<file path="src/rtl/rotary_position_accum_if.sv">
// Avalon-MM slave bus for the rotary position accumulator register file.
// The CPU side uses master; the accumulator uses slave.
interface rotary_position_accum_if;
  logic [1:0]  address;
  logic        read;
  logic        write;
  logic [31:0] writedata;
  logic [31:0] readdata;

  modport master (output address, read, write, writedata, input readdata);
  modport slave  (input address, read, write, writedata, output readdata);
endinterface

</file>
<file path="src/rtl/rotary_position_accum.sv">
// Rotary cursor position accumulator: steps on cw/ccw pulses, with wrap or saturate
// at the range ends and speed-based acceleration. CPU access is over a small Avalon-MM register file.
module rotary_position_accum #(
  parameter int WIDTH        = 8,
  parameter int MAX_POS      = 255,
  parameter int ACCEL_WINDOW = 250000,
  parameter int ACCEL_STEP   = 4
) (
  input  logic                   clk,
  input  logic                   reset_n,
  input  logic                   rotary_cw,
  input  logic                   rotary_ccw,
  rotary_position_accum_if.slave avs,
  output logic [WIDTH-1:0]       position,
  output logic                   pos_changed
);

  localparam int TW = $clog2(ACCEL_WINDOW + 1);
  localparam logic [TW-1:0]  WIN    = TW'(ACCEL_WINDOW);
  localparam logic [WIDTH:0] MAX_W  = (WIDTH+1)'(MAX_POS);
  localparam logic [WIDTH:0] STEP_W = (WIDTH+1)'(ACCEL_STEP);
  localparam logic [WIDTH:0] ONE_W  = (WIDTH+1)'(1);

  logic            ctrl_wrap;
  logic            ctrl_accel;
  logic            limit_flag;
  logic            conflict_flag;
  logic [15:0]     evt_count;
  logic [TW-1:0]   gap_timer;

  logic            ev_inc;
  logic            ev_dec;
  logic            ev_conflict;
  logic            ev_any;
  logic            pos_write;
  logic            ctrl_write;
  logic            stat_read;
  logic            limit_hit;
  logic [WIDTH:0]  step;
  logic [WIDTH:0]  inc_sum;
  logic [WIDTH-1:0] next_pos;

  always_comb begin
    ev_inc      = rotary_cw & ~rotary_ccw;
    ev_dec      = rotary_ccw & ~rotary_cw;
    ev_conflict = rotary_cw & rotary_ccw;
    ev_any      = rotary_cw | rotary_ccw;
    pos_write   = avs.write && (avs.address == 2'd0);
    ctrl_write  = avs.write && (avs.address == 2'd1);
    stat_read   = avs.read && (avs.address == 2'd2);
    step        = (ctrl_accel && (gap_timer < WIN)) ? STEP_W : ONE_W;
    inc_sum     = {1'b0, position} + step;
    next_pos    = position;
    limit_hit   = 1'b0;
    // A CPU write to POSITION overrides any event in the same cycle.
    if (pos_write) begin
      next_pos = (avs.writedata > 32'(MAX_POS)) ? WIDTH'(MAX_W) : avs.writedata[WIDTH-1:0];
    end else if (ev_inc) begin
      if (inc_sum > MAX_W) begin
        limit_hit = 1'b1;
        next_pos  = ctrl_wrap ? WIDTH'(inc_sum - MAX_W - ONE_W) : WIDTH'(MAX_W);
      end else begin
        next_pos = WIDTH'(inc_sum);
      end
    end else if (ev_dec) begin
      if (step > {1'b0, position}) begin
        limit_hit = 1'b1;
        next_pos  = ctrl_wrap ? WIDTH'({1'b0, position} + MAX_W + ONE_W - step) : '0;
      end else begin
        next_pos = WIDTH'({1'b0, position} - step);
      end
    end
  end

  always_ff @(posedge clk or negedge reset_n) begin
    if (!reset_n) begin
      position      <= '0;
      pos_changed   <= 1'b0;
      ctrl_wrap     <= 1'b0;
      ctrl_accel    <= 1'b0;
      limit_flag    <= 1'b0;
      conflict_flag <= 1'b0;
      evt_count     <= '0;
      gap_timer     <= WIN;
      avs.readdata  <= '0;
    end else begin
      position    <= next_pos;
      pos_changed <= (next_pos != position);

      if (ctrl_write) begin
        ctrl_wrap  <= avs.writedata[0];
        ctrl_accel <= avs.writedata[1];
      end

      if (ev_any)
        gap_timer <= '0;
      else if (gap_timer != WIN)
        gap_timer <= gap_timer + 1'b1;

      // Read-clear keeps whatever arrives in the same cycle.
      if (stat_read) begin
        limit_flag    <= limit_hit;
        conflict_flag <= ev_conflict;
        evt_count     <= (ev_inc | ev_dec) ? 16'd1 : 16'd0;
      end else begin
        if (limit_hit)   limit_flag    <= 1'b1;
        if (ev_conflict) conflict_flag <= 1'b1;
        if ((ev_inc | ev_dec) && (evt_count != 16'hFFFF))
          evt_count <= evt_count + 16'd1;
      end

      if (avs.read) begin
        case (avs.address)
          2'd0:    avs.readdata <= 32'(position);
          2'd1:    avs.readdata <= {30'd0, ctrl_accel, ctrl_wrap};
          2'd2:    avs.readdata <= {evt_count, 14'd0, conflict_flag, limit_flag};
          default: avs.readdata <= '0;
        endcase
      end
    end
  end

endmodule

</file>
<file path="src/flat_wrapper.sv">
// flat-port wrapper written by rule: the top's interface ports become plain ports
module rotary_position_accum_flat 
#(
  parameter int WIDTH        = 8,
  parameter int MAX_POS      = 255,
  parameter int ACCEL_WINDOW = 250000,
  parameter int ACCEL_STEP   = 4
)
  (clk, reset_n, rotary_cw, rotary_ccw, position, pos_changed, avs_address, avs_read, avs_write, avs_writedata, avs_readdata);
  rotary_position_accum_if avs_i ();
  input  logic clk;
  input  logic reset_n;
  input  logic rotary_cw;
  input  logic rotary_ccw;
  output logic [WIDTH-1:0] position;
  output logic pos_changed;
  input wire logic [$bits(avs_i.address)-1:0] avs_address;
  input wire logic [$bits(avs_i.read)-1:0] avs_read;
  input wire logic [$bits(avs_i.write)-1:0] avs_write;
  input wire logic [$bits(avs_i.writedata)-1:0] avs_writedata;
  output wire logic [$bits(avs_i.readdata)-1:0] avs_readdata;
  assign avs_i.address = avs_address;
  assign avs_i.read = avs_read;
  assign avs_i.write = avs_write;
  assign avs_i.writedata = avs_writedata;
  assign avs_readdata = avs_i.readdata;
  rotary_position_accum #(.WIDTH(WIDTH), .MAX_POS(MAX_POS), .ACCEL_WINDOW(ACCEL_WINDOW), .ACCEL_STEP(ACCEL_STEP)) u_core (.clk(clk), .reset_n(reset_n), .rotary_cw(rotary_cw), .rotary_ccw(rotary_ccw), .avs(avs_i), .position(position), .pos_changed(pos_changed));
endmodule
</file>
<file path="config.mk">
export PLATFORM = sky130hd
export DESIGN_NAME = rotary_position_accum_flat
export DESIGN_NICKNAME = d
export VERILOG_FILES = /design/src/rtl/rotary_position_accum_if.sv /design/src/rtl/rotary_position_accum.sv /design/src/flat_wrapper.sv
export SDC_FILE = /design/constraint.sdc
export NUM_CORES = 1
export LEC_CHECK = 0
export ABC_CLOCK_PERIOD_IN_PS = 3700
export CORE_AREA = 10 10 149 151
export DETAILED_ROUTE_END_ITERATION = 10
export DIE_AREA = 0 0 159 161
export DONT_BUFFER_PORTS = 1
export SLEW_MARGIN = 15
export SYNTH_ARGS = -nofsm -noshare
export SYNTH_HDL_FRONTEND = slang
export SYNTH_SLANG_ARGS = --single-unit
</file>
<file path="constraint.sdc">
create_clock -name clk -period 3.7 [get_ports clk]
set_clock_uncertainty 0.15 [all_clocks]
set_input_delay 0.37 -clock clk [delete_from_list [all_inputs] [get_ports clk]]
set_output_delay 0.37 -clock clk [all_outputs]
set_load 0.03 [all_outputs]
</file>
==> results of run 1 <==
sequential cells by signal, summed over array words and instances (netlist names):
signal	flops
u_core.avs.readdata	24
u_core.conflict_flag	1
u_core.ctrl_accel	1
u_core.ctrl_wrap	1
u_core.evt_count	16
u_core.gap_timer	18
u_core.limit_flag	1
u_core.pos_changed	1
u_core.position	8
cell families (layout without fill, tap and decap cells):
logic type,Yosys count,in the layout,synth area share
fa+ha+maj,17,17,0.04479
compound gates,115,115,0.1789
mux,11,11,0.02372
simple gates,203,203,0.2361
xor+xnor,35,35,0.06456
buf+inv,70,102,0.07510
flops,71,71,0.3760
other cells,1,8,0.0007898
stage by stage:
step / util / worst slack (ns)
after floorplan: - / 0.1624
after global placement: 0.2692 / 0.02260
after detailed placement: 0.2692 / -0.06021
after CTS: 0.2886 / 0.04394
after global routing: 0.2939 / -0.02669
final: 0.2939 / 0.1404
routing by layer:
layer | part of all wire | wire [um] | up-vias
li1 | - | - | 1909
met1 | 0.45 | 6179 | 1874
met2 | 0.47 | 6448 | 112
met3 | 0.073 | 1000 | 9
met4 | 0.0074 | 102 | 0
met5 | 0 | 0 | -
what timing repair did:
action	4_1_cts	5_1_grt
hold buffers	5	0
pin swaps	0	6
resized for setup	4	14
buffers inserted	0	6
endpoints found under the setup margin	1	1
hold endpoints to repair	86	0
worst max path at each step:
stage	slack (ns)	cells past startpoint	to	from
6_report	0.14	15	u_core.pos_changed$_DFF_PN0_	u_core.gap_timer[9]$_DFFE_PN0P_
4_1_cts	0.04	15	u_core.pos_changed$_DFF_PN0_	u_core.gap_timer[10]$_DFFE_PN0P_
3_5_place_dp	-0.06	14	u_core.pos_changed$_DFF_PN0_	u_core.gap_timer[10]$_DFFE_PN0P_
3_3_place_gp	0.02	14	u_core.pos_changed$_DFF_PN0_	u_core.gap_timer[10]$_DFFE_PN0P_
2_1_floorplan	0.16	14	u_core.pos_changed$_DFF_PN0_	u_core.gap_timer[4]$_DFFE_PN1P_
5_1_grt	-0.03	11	u_core.pos_changed$_DFF_PN0_	u_core.gap_timer[14]$_DFFE_PN1P_
critical path, delay by kind of cell, from the launching register on:
kind / cells / cell delay (ns)
AOI/OAI and AO/OA: 5 / 0.80
DFF: 1 / 0.41
adders and majority gates: 1 / 0.27
buffers and inverters: 3 / 0.40
and+or+nand+nor: 6 / 1.39
report_power, final:
| group | switching [mW] | leakage (nW) | total [mW] | internal (mW) |
|---|---|---|---|---|
| clock | 0.337 | 0.145 | 0.854 | 0.517 |
| combinational | 0.769 | 1.27 | 1.29 | 0.524 |
| sequential | 0.177 | 0.915 | 1.04 | 0.867 |
synth_stat cells, types with 15 or more instances:
cell type,count
and2_1,15
o21ai_0,38
nor3_1,15
ha_1,17
nor2_1,37
inv_1,40
nand2_1,49
a21oi_1,19
xnor2_1,23
nand3_1,20
dfrtp_1,64
area by class of cell:
type | instances | area share
Timing Repair Buffer | 47 | 0.06783
Multi-Input combinational cell | 389 | 0.4795
Tap cell | 265 | 0.05875
Clock inverter | 6 | 0.01108
Sequential cell | 71 | 0.3163
Clock buffer | 9 | 0.03990
Inverter | 40 | 0.02660
==> impl_metrics.yaml, run 1 <==
timing:
  period_needed_ns: 3.560
  max_clock_freq_mhz: 280.9
  tightest_slew_ns: 0.8302
  drv_slew: 0
  slew_headroom: 0.4441
  timing.hold.ws_ns: 0.01630
  hold_viol: 0
  tns_ns: 0
  fin_crit_sh: 0.9621
  setup_viol: 0
critical_path:
  reg2reg_slack_ns: 0.14
  cp_max_fo: 5
  worst_setup_path_start_kind: "register"
  slowest_stage: "or4b_4"
  reg2regPathDepth: 15
  worstPathArrival_ns: 3.61
  r2r_start: "u_core.gap_timer[9]$_DFFE_PN0P_"
  reg2reg_to: "u_core.pos_changed$_DFF_PN0_"
  critPathKind: "register to register"
  cpMostUsedCell: "buf_4"
  max_stage_delay_ns: 0.52
  crit_chain: "nor4_4 > nand2_1 > a21oi_2 > o21ai_2 > inv_1 > ha_1 > buf_4 > nor2b_2 > o2111ai_4 > nand2_2 > o32ai_4 > buf_4 > a221oi_2 > nand4_1 > or4b_4"
  crit_path_end_kind: "register"
  cp.required_ns: 3.75
drt:
  drt_wl_total_um: 13730
  viasPerCell: 4.721
  drt_iter0_drc: 279
  drcViolationCount: 0
  ant_nets: 0
  dr_total_vias: 3904
  firstDrtPassIters: 4
  wire_per_inst_um: 16.60
finish:
  area_growth_pct: 18.87
  multi_input_area_um2: 2706
  final_common_cell: "dfrtp_1"
  drive_above_1_share: 0.1904
  layout.cells.non_filler: 827
  layout_common_cells: "dfrtp_1, nand2_1, buf_4"
  nFillCells: 2018
  final_area_um2: 5644
  final_nets: 615
  insertedDiodeCount: 0
  seqCellArea_um2: 1785
yosys:
  synth_top_area_cell: "dfrtp_1"
  syn-cell-area_um2: 4748
  synth-main-ff-cell: "dfrtp_1"
  synth_top_cell_area_share: 0.3373
  synth_seq_cells: 71
  synth_warnings: 0
  synth_edf_count: 0
  netlist_top_cells_area: "dfrtp_1, ha_1, xnor2_1, o21ai_0, dfstp_2"
  synth.avg_cell_area_um2: 9.079
  netlist_instances: 523
  ys_async_sr_fraction: 1.000
  synth-seq-area-share: 0.3760
  yosysUniqueCellTypes: 78
floorplanning:
  start_util: 0.2472
  core_um2: 19210
  io_pins: 81
  die_w_um: 159
  dieArea_um2: 25600
  num_rows: 51
  die_h_um: 161
min_path:
  min_to: "u_core.avs.readdata[24]$_DFFE_PN0P_"
  hold_depth: 1
  min_path_type: "input port to register"
  min_from: "avs_read"
clock_network:
  cts_made_buffers: 9
  cts_buffer_depth: 2
  clkTransAtPathRegs_ns: 0.06
  cts_root_buffer: "clkbuf_16"
  cts_max_level: 3
  cts_sinks: 71
  cts_tree: "yes"
  clk_latency_ns: 0.33
global_routing:
  grtUsageMet1: 0.1343
  use_met2: 0.1732
  antenna_found_initial: 0
  grt_overflow_total: 0
  grt_max_degree: 72
  grt-busiest-layer: "met2"
  grt_use_total: 0.1057
  grt_pass1_wl_um: 22160
  use_met3: 0.03305
  grt_pass1_vias: 4066
power_and_ir_drop:
  max-vdd-ir-drop_mv: 0.2647
  power_mw: 3.191
  power.leakage_nw: 2.334
  p_per_area_nw_per_um2: 565.4
flow_run:
  maxCapViolCount: 0
placed_design:
  io_buffers: 0
  place.gp.congestion: 0.8970
  dpl.hpwl_um: 10100
  dpl_cell_area_um2: 5170
  dp.cells: 801
status:
  status: "finished, final reports clean"
(Power assumes the default switching activity.)
==> inputs of run 2 (changes only) <==
ABC_AREA = 1   (was default)
CAP_MARGIN = 0   (was default)
CORE_AREA = 10 10 146 148   (was 10 10 149 151)
DIE_AREA = 0 0 156 158   (was 0 0 159 161)
==> run 2 against run 1 <==
Net effect:
- sequential share of layout area rose by 3.2 points
- combinational power fell by 43%
- total power fell by 13%
- die area fell by 3.7%
- cell count rose by 3.5%
- critical path depth rose by 6
- synthesized cell count rose by 18%
- global-route usage fell by 0.40 points
- clock power rose by 13%
- via count rose by 0.64%
- critical path type unchanged
- critical endpoint unchanged
- largest cell class unchanged
- largest power group is now sequential cells
==> impl_metrics.yaml, run 2 <==
yosys:
  synth-main-ff-cell: "dfrtp_1"
  synth_mux_area_frac: 0.004966
  synth_top_cell_area_share: 0.3531
  ys_top_cells_by_count: "nand2_1, inv_1, dfrtp_1"
  syn-cell-area_um2: 4536
  ys_async_sr_fraction: 1.000
  synth_compound_area_frac: 0.1357
  yosysMostFrequentCell: "nand2_1"
  netlist_top_cells_area: "dfrtp_1, nand2_1, inv_1, nand3_1, ha_1"
  synth_xor_area_frac: 0.01352
  synth_edf_count: 0
  synth_top_area_cell: "dfrtp_1"
  yosysUniqueCellTypes: 48
  synth-simple-area-share: 0.2880
  synth_warnings: 0
  synth.avg_cell_area_um2: 7.375
  synth_seq_cells: 71
  netlist_instances: 615
  synth-seq-area-share: 0.3937
  synth_top_family_by_area: "simple AND/OR/NAND/NOR gates"
  synth-adder-area-share: 0.04690
global_routing:
  grt_pass1_vias: 3844
  antenna_found_initial: 0
  grt_max_degree: 72
  grt_use_total: 0.1017
  grt_pass1_wl_um: 20140
  grt_overflow_total: 0
floorplanning:
  die_w_um: 156
  die_h_um: 158
  dieArea_um2: 24650
  num_rows: 50
  io_pins: 81
  core_um2: 18460
  start_util: 0.2458
critical_path:
  reg2reg_slack_ns: 0.44
  worst_setup_path_start_kind: "register"
  reg2reg_to: "u_core.pos_changed$_DFF_PN0_"
  cp.required_ns: 3.77
  critPathKind: "register to register"
  reg2regPathDepth: 21
  r2r_start: "u_core.gap_timer[14]$_DFFE_PN1P_"
  worstPathArrival_ns: 3.33
  cp_max_fo: 9
  crit_path_end_kind: "register"
min_path:
  min_from: "avs_read"
  min_path_type: "input port to register"
  hold_depth: 1
  min_to: "u_core.avs.readdata[0]$_DFFE_PN0P_"
drt:
  ant_nets: 0
  firstDrtPassIters: 4
  drcViolationCount: 0
  dr_total_vias: 3929
  drt_wl_total_um: 12460
  drt_iter0_drc: 288
  wire_per_inst_um: 14.55
  viasPerCell: 4.590
timing:
  slew_headroom: 0.3666
  fin_crit_sh: 0.8810
  finalWorstSetupSlack_ns: 0.4404
  tns_ns: 0
  rsz0062_at_grt: "false"
  max_clock_freq_mhz: 306.8
  setup_viol: 0
  timing.hold.ws_ns: 0.04914
  period_needed_ns: 3.260
  drv_slew: 0
  tightest_slew_ns: 0.9469
  hold_viol: 0
flow_run:
  maxCapViolCount: 0
clock_network:
  cts_max_level: 3
  clkTransAtPathRegs_ns: 0.06
  cts_root_buffer: "clkbuf_16"
  clk_latency_ns: 0.34
  cts_sinks: 71
  cts_made_buffers: 9
  cts_tree: "yes"
  cts_setup_buffers: 0
  cts_buffer_depth: 2
finish:
  largest-register: "u_core.avs.readdata"
  final_nets: 674
  layout_common_cells: "nand2_1, inv_1, dfrtp_1"
  drive_above_1_share: 0.1045
  final_core_util: 0.2775
  largest_register_ffs: 24
  top_regs: "u_core.avs.readdata (24), u_core.gap_timer (18), u_core.evt_count (16)"
  area_growth_pct: 12.91
  insertedDiodeCount: 0
  final_common_cell: "nand2_1"
placed_design:
  dpl.hpwl_um: 9471
  place.gp.congestion: 0.8706
  io_buffers: 0
  dp_slack_ns: 0.4337
power_and_ir_drop:
  p_per_area_nw_per_um2: 542.7
  power.leakage_nw: 2.316
  max-vdd-ir-drop_mv: 0.2486
  power_mw: 2.779
status:
  status: "finished, final reports clean"
-- run 2: worst max-delay path, cell delays in order, from the launching register on --
cell and delay [ns]:
dfstp_2 0.55, nand2_1 0.10, nor2_1 0.15, a21boi_0 0.28
nor2_2 0.10, ha_1 0.43, inv_2 0.16, nand2_1 0.10
a21oi_2 0.24, nand3_2 0.13, nand2_2 0.09, inv_2 0.07
nand3b_1 0.08, nand2_1 0.05, nand2_1 0.07, nand2_1 0.07
nand2_1 0.06, nand2_1 0.06, clkinv_1 0.04, nand2_1 0.04
nor2_1 0.09, nand2_1 0.05
-- run 2: worst max-delay path by stage --
stage                                           from                           end  slack (ns)  depth (start not counted)
finish              u_core.gap_timer[14]$_DFFE_PN1P_  u_core.pos_changed$_DFF_PN0_        0.44                         21
global route         u_core.gap_timer[7]$_DFFE_PN1P_  u_core.pos_changed$_DFF_PN0_       0.009                         22
CTS                 u_core.gap_timer[10]$_DFFE_PN0P_  u_core.pos_changed$_DFF_PN0_        0.42                         22
detailed placement  u_core.gap_timer[10]$_DFFE_PN0P_  u_core.pos_changed$_DFF_PN0_        0.43                         22
global placement     u_core.gap_timer[7]$_DFFE_PN1P_  u_core.pos_changed$_DFF_PN0_        0.47                         22
floorplan           u_core.gap_timer[10]$_DFFE_PN0P_  u_core.pos_changed$_DFF_PN0_        0.91                         23
-- run 2: power by group --
part           internal (mW)  switching (mW)  total (mW)
Sequential             0.853           0.227        1.08
Clock                  0.630           0.338       0.967
Combinational          0.250           0.482       0.733
Total                   1.73            1.05        2.78
-- run 2: stage by stage --
stage,instances,area (um^2)
2_1_floorplan,622,4562
4_1_cts,856,5119
6_report,856,5121
3_3_place_gp,837,4737
3_5_place_dp,837,4737
5_1_grt,856,5121
-- run 2: area by class of cell --
type / count / area [um^2]
clock buffer: 12 / 256.5
clock inverter: 4 / 77.57
fill: 1981 / 13330
inverter: 105 / 395.4
multi-input combinational: 425 / 2251
sequential: 71 / 1785
tap: 234 / 292.8
timing repair buffer: 5 / 62.56
-- run 2: kinds of logic after synthesis --
logic type,Yosys count
adder cells (fa/ha/maj),17
other,1
XOR/XNOR,7
AND/OR/NAND/NOR,283
AO/OA/AOI/OAI,108
buffers and inverters,126
flip-flops,71
multiplexers,2
-- run 2: metal layers --
layer  global-route usage  vias up  share of wire
met2               0.1688      109           0.48
li1                     -     1982              -
met4              0.02968        0          0.011
met5                    0        -              0
met3              0.03446        9          0.084
met1               0.1221     1829           0.43
-- run 2: repair_timing --
item / 4_1_cts / 5_1_grt
hold buffers: 3 / 0
gates resized for setup: 0 / 1
setup endpoints to repair: 0 / 1
hold endpoints to repair: 93 / 0
